$ cat config.mk
export PLATFORM = sky130hd
export DESIGN_NAME = relogio_contador
export DESIGN_NICKNAME = d
export VERILOG_FILES = /design/src/rtl/relogio_contador.sv
export SDC_FILE = /design/constraint.sdc
export NUM_CORES = 1
export LEC_CHECK = 0
export BUFFER_PORTS_ARGS = -buffer_cell sky130_fd_sc_hd__clkbuf_2
export CAP_MARGIN = 0
export CORE_MARGIN = 1
export CORE_UTILIZATION = 60
export DETAILED_ROUTE_END_ITERATION = 8
export GPL_TIMING_DRIVEN = 0
export HOLD_SLACK_MARGIN = 0.05
export PLACE_DENSITY = 0.87
export REMOVE_ABC_BUFFERS = 1
export SYNTH_ARGS = -nofsm -noshare
export SYNTH_HDL_FRONTEND = slang
export SYNTH_SLANG_ARGS = --single-unit
export TNS_END_PERCENT = 100
$ cat constraint.sdc
create_clock -name clk_100MHz -period 3.8 [get_ports clk_100MHz]
set_input_delay 0.38 -clock clk_100MHz [delete_from_list [all_inputs] [get_ports clk_100MHz]]
set_output_delay 0.38 -clock clk_100MHz [all_outputs]
set_load 0.02 [all_outputs]
$ cat src/rtl/relogio_contador.sv
// 24-hour HH:MM:SS timekeeping core: divides clk_100MHz to a 1 Hz tick, with
// pause hold and a single-cycle load from the adjust controller.
module relogio_contador #(
  parameter int unsigned TICKS_PER_SEC = 100_000_000,
  parameter int unsigned CNT_W         = 27
) (
  input  logic       clk_100MHz,
  input  logic       rst,
  input  logic       pause,
  input  logic       load,
  input  logic [5:0] segundos_load,
  input  logic [5:0] minutos_load,
  input  logic [5:0] horas_load,
  output logic [5:0] segundos,
  output logic [5:0] minutos,
  output logic [5:0] horas,
  output logic       tick_1hz,
  output logic       virada_dia
);

  localparam logic [CNT_W-1:0] PrescMax = CNT_W'(TICKS_PER_SEC - 1);

  logic [CNT_W-1:0] presc_q, presc_d;
  logic [5:0]       seg_q, seg_d;
  logic [5:0]       min_q, min_d;
  logic [5:0]       hr_q, hr_d;
  logic             tick_q, tick_d;
  logic             vir_q, vir_d;

  always_comb begin
    presc_d = presc_q;
    seg_d   = seg_q;
    min_d   = min_q;
    hr_d    = hr_q;
    tick_d  = 1'b0;
    vir_d   = 1'b0;
    if (load) begin
      // Out-of-range fields are forced to zero independently of each other.
      presc_d = '0;
      seg_d   = (segundos_load > 6'd59) ? 6'd0 : segundos_load;
      min_d   = (minutos_load > 6'd59) ? 6'd0 : minutos_load;
      hr_d    = (horas_load > 6'd23) ? 6'd0 : horas_load;
    end else if (!pause) begin
      if (presc_q == PrescMax) begin
        presc_d = '0;
        tick_d  = 1'b1;
        if (seg_q < 6'd59) begin
          seg_d = seg_q + 6'd1;
        end else begin
          seg_d = 6'd0;
          if (min_q < 6'd59) begin
            min_d = min_q + 6'd1;
          end else begin
            min_d = 6'd0;
            if (hr_q < 6'd23) begin
              hr_d = hr_q + 6'd1;
            end else begin
              hr_d  = 6'd0;
              vir_d = 1'b1;
            end
          end
        end
      end else begin
        presc_d = presc_q + 1'b1;
      end
    end
  end

  always_ff @(posedge clk_100MHz) begin
    if (rst) begin
      presc_q <= '0;
      seg_q   <= 6'd0;
      min_q   <= 6'd0;
      hr_q    <= 6'd0;
      tick_q  <= 1'b0;
      vir_q   <= 1'b0;
    end else begin
      presc_q <= presc_d;
      seg_q   <= seg_d;
      min_q   <= min_d;
      hr_q    <= hr_d;
      tick_q  <= tick_d;
      vir_q   <= vir_d;
    end
  end

  assign segundos   = seg_q;
  assign minutos    = min_q;
  assign horas      = hr_q;
  assign tick_1hz   = tick_q;
  assign virada_dia = vir_q;

endmodule

==> Yosys cells after proc, flatten, opt, wreduce, memory -nomap -nowiden <==
Index checks and enable logic that the tools add are counted.
{ "totals": {"wordCells": 49, "output_inout_bits": 20, "inputBits": 22, "reg_bits": 47} }
{ "op_classes": {"mux": 21, "n_eq_ne": 4, "magnitude_cmp": 6, "add_sub_neg": 4, "bitwise": 1, "reduce_logical": 7} }
{ "op_table": {"columns": ["cell", "count"], "rows": [
  ["$mux W6", 18],
  ["$add A27 B1 Y27 const B", 1],
  ["$eq A27 B27 Y1 const B", 1],
  ["$mux W27", 1],
  ["$add A6 B1 Y6 const B", 3],
  ["$gt A6 B6 Y1 const B", 2],
  ["$lt A6 B6 Y1 const B", 2],
  ["$gt A6 B5 Y1 const B", 1],
  ["$lt A6 B5 Y1 const B", 1],
  ["$reduce_or A6 Y1", 1],
  ["$ne A2 B2 Y1 const B", 2],
  ["$reduce_and A4 Y1", 1],
  ["$reduce_and A3 Y1", 1],
  ["$reduce_or A3 Y1", 1],
  ["$mux W1", 2],
  ["$ne A2 B1 Y1 const B", 1],
  ["$reduce_and A2 Y1", 1],
  ["$reduce_bool A2 Y1", 1],
  ["$reduce_or A2 Y1", 1],
  ["$not A1 Y1", 1]
]} }

==> Longest topological paths before layout <==
{ "depth": {"depth_word": 7, "depth_mapped": 9, "ltp_nobuf": 6} }

==> Worst setup path before layout <==
No wires, ideal clock.
{ "synth_timing": {"kind": "register to register", "start": "register presc_q[0]", "end": "register seg_q[3], in the netlist segundos[3]", "path_slack_ps": 1932, "t_arrival_ps": 1794, "n_path_buf": 2, "setup_ps": 74, "path_stages_with_launch": 9, "period_less_slack_ps": 1868, "required_time_ps": 3726, "path_cell_list": "dfxtp_1 > ha_1 > and4b_1 > buf_4 > and4_1 > buf_6 > nand2_4 > or4_1 > a31oi_1"} }
{ "synth_between": {"elab_chain_cells": 3} }
{ "synth_lines": {"columns": ["item", "line", "source"], "rows": [
  ["start: declaration", "23", "logic [CNT_W-1:0] presc_q, presc_d;"],
  ["start signal: assignment", "78", "presc_q <= presc_d;"],
  ["$eq A27 B27 Y1", "44", "if (presc_q == PrescMax) begin"],
  ["$reduce_bool A2 Y1 (no source line)", null, null],
  ["$reduce_and A2 Y1 (no source line)", null, null],
  ["end signal: assignment", "79", "seg_q <= seg_d;"],
  ["end: declaration", "24", "logic [5:0] seg_q, seg_d;"]
]} }
Every way passes these cells.
A chain may end at the register's enable or synchronous reset.

==> Final worst setup path <==
{ "layout_timing": {"start": "register presc_q[0]", "end": "register presc_q[20]"} }
{ "layout_between": {"elab_chain_cells": 2, "word_cells_on_any_way": 3} }
{ "layout_lines": {"columns": ["item", "line"], "rows": [
  ["$add A27 B1 Y27 or $eq A27 B27 Y1 (tied branches)", "64, 44"],
  ["$mux W27 *", "44"]
]} }
Mark *: on every way between the ends. The rest lies on a longest branch, timed or not.

==> impl_metrics.ini <==
[setup_path]
crit_chain = ha_1 -> and4b_1 -> and4_1 -> nand2_4 -> nand2_1 -> nor2_1
regToRegEndpoint = presc_q[20]
path_class = flop to flop
timing.rr.start = presc_q[0]
worstPathRequired_ns = 3.95
cpPeakStageDelay_ns = 0.69
crit_family = simple AND/OR/NAND/NOR gates
startpoint_type = flop
crit_arrival_ns = 2.69
ff2ff_setup_slack_ns = 1.26
rr_worst_depth = 6
path_max_fanout = 27
crit_path_top_delay_cell = nand2_1
crit_start = presc_q[0]
path_buf_inv = 0
cp-end-kind = flop

[final_layout]
layout-drive-gt1-share = 0.154
fin_cells = 400
n_antenna_cell = 0
nNetsFinal = 376
areaGrowthSynthToFinish_pct = 12.2

[cts]
cts_tree = built
clkTransAtPathRegs_ns = 0.09
postCtsResizedCells = 0
post_cts_buffers = 0
cts-hold-fix-buffers = 0
insertion_delay_ns = 0.30
cts.htree.levels = 2
root_buffer = clkbuf_8
cts.sinks = 47
clockBufferDepth = 2
cts-buffers-inserted = 5

[routing]
ant_nets = 0
dr.pass1.iters = 4
wirelength_mm = 5.56
drt_iter0_markers = 187
drc = 0
wl_per_cell_um = 13.9
via_count = 2431
viasPerCell = 6.08

[timing]
fmax_mhz = 393
finalSetupViolations = 0
slew_viol_final = 0
fin_crit_ns = 2.54
worst_pin_slew_ns = 0.898
finalSetupTns_ns = 0
period_share = 0.669
rsz0062_at_grt = false
clock_skew_ns = 0.0140
hold_viol_final = 0
relSlewSlack = 0.400

[global_routing]
grt_usage = 0.263
first_global_vias = 2086
grt_max_degree = 28
antenna_found_initial = 0
grt.overflow.total = 0
grt_pass1_wl_mm = 9.18

[floorplanning]
ios = 42
start_util = 0.634
die_y_um = 67.2
dieArea_um2 = 4520
fp-row-count = 23
die_w_um = 67.2
coreArea_um2 = 4030

[placed_design]
numPortBuffers = 41
dp_cells = 393
dp_hpwl_mm = 3.93
gp_congestion = 0.877

[synthesis]
yosys-top-cells-area = dfxtp_1 (37%), xnor2_1 (6.2%), nor2_1 (6.0%), nand3_1 (3.7%), nand2_1 (3.7%)
synth-main-ff-cell = dfxtp_1
synth_cell_types = 53
synth_enable_flop_cells = 0
netlist_area_um2 = 2550
avgSynthCellArea_um2 = 8.13
yosysWarnings = 0
synth_largest_area_cell = dfxtp_1
seq_area_frac_synth = 0.369
synth-seq-cells = 47
syn-instance-count = 314
async_flop_share = 0
yosysTopAreaCellShare = 0.369

[power_and_ir_drop]
p_comb_frac = 0.103
power.internal_mw = 0.736
powerDensity_nw_per_um2 = 339
seqPwrFrac = 0.536
irDropWorstVdd_v = 0.000217
p_switching_mw = 0.235
power.leakage_nw = 1.08
switching_share = 0.242
p_clk_frac = 0.361

[hold_path]
hold_class = input pin to flop
hold_start = segundos_load[0]
whs_endpoint = segundos[0]
min_path_cells = 2

[outcome]
outcome = complete, no violations

[flow_run]
maxCapViolations = 0
how the worst max path moves through the flow:
stage / slack, ns / cells past startpoint / end
global route: 1.06 / 6 / presc_q[23]
finish: 1.26 / 6 / presc_q[20]
global placement: 1.33 / 6 / presc_q[10]
CTS: 1.27 / 6 / presc_q[23]
detailed placement: 1.26 / 6 / presc_q[23]
floorplan: 1.81 / 6 / presc_q[0]
cell families after synthesis:
kind of cell / Yosys count / share of synthesized area
AOI/OAI and AO/OA: 60 / 0.163
and+or+nand+nor: 145 / 0.299
buffers and inverters: 29 / 0.0485
adders and majority gates: 4 / 0.0196
DFF: 47 / 0.369
muxes: 3 / 0.0123
xor gates and xnor gates: 26 / 0.0892
through the flow:
stage / util / hold WS, ns / cell area, um2 / worst slack (ns) / power, mW
2_1_floorplan: - / 0.449 / 2490 / 1.81 / 0.589
3_3_place_gp: 0.685 / 0.481 / 2760 / 1.33 / 0.628
3_5_place_dp: 0.685 / 0.492 / 2760 / 1.26 / 0.631
4_1_cts: 0.711 / 0.321 / 2860 / 1.27 / 0.978
5_1_grt: 0.711 / 0.329 / 2860 / 1.06 / 1.01
6_report: 0.711 / 0.321 / 2860 / 1.26 / 0.972
power by group through the flow:
stage                     registers (mW)  logic [mW]  clock network, mW
after detailed placement           0.532      0.0990                  0
after global routing               0.522       0.112              0.377
after global placement             0.531      0.0976                  0
final                              0.521       0.100              0.351
after CTS                          0.520      0.0996              0.359
after floorplan                    0.541      0.0474                  0
flip-flops by register name, indices dropped and copies added, names as in the netlist:
| register | flops |
|---|---|
| tick_1hz | 1 |
| horas | 6 |
| virada_dia | 1 |
| presc_q | 27 |
| minutos | 6 |
| segundos | 6 |
synth_stat cells (2+ instances only):
cell type / n
o211ai_1: 2
clkbuf_1: 7
and4b_1: 2
and3_1: 3
nor3b_1: 2
nand4_1: 6
dfxtp_1: 47
or2_2: 2
ha_1: 4
inv_1: 17
nor4b_1: 2
a41oi_1: 2
a31oi_1: 2
nor2_1: 41
nand3_1: 19
o2111ai_1: 2
o21a_1: 5
nand2_1: 25
a211oi_1: 8
xor2_1: 8
nand4b_1: 2
and4_1: 7
a221oi_1: 4
nand2b_1: 2
nand3_2: 2
or4_1: 2
xnor2_1: 18
mux2i_1: 2
o21ai_0: 8
a21oi_1: 15
nor4_1: 8
buf_2: 3
nor3_1: 10
nor2b_1: 2
and2_1: 5
cells in the final DEF, fill, tap and decap left out, types with 3 or more instances in the layout:
master,instances
a211oi_1,8
a21oi_1,15
a221oi_1,4
and2_1,5
and3_1,3
and4_1,7
clkbuf_2,41
clkbuf_8,5
dfxtp_1,47
ha_1,4
inv_1,17
nand2_1,25
nand3_1,19
nand4_1,6
nor2_1,41
nor3_1,10
nor4_1,8
o21a_1,5
o21ai_0,8
xnor2_1,18
xor2_1,8
area by class of cell:
cell class	count	area, um2
clock inverter	1	30.0
multi-input combinational	238	1490
tap	50	62.6
clock buffer	6	72.6
inverter	17	63.8
timing repair buffer	41	205
sequential	47	941
fill	340	1170
per-layer routing:
layer,GRT usage,vias up,wire length (um)
met2,0.446,73,2700
met4,0.0771,0,59
met5,0,-,0
met1,0.333,1147,2530
met3,0.0541,6,270
li1,-,1205,-
No activity file was read; power rests on OpenSTA's default activity.
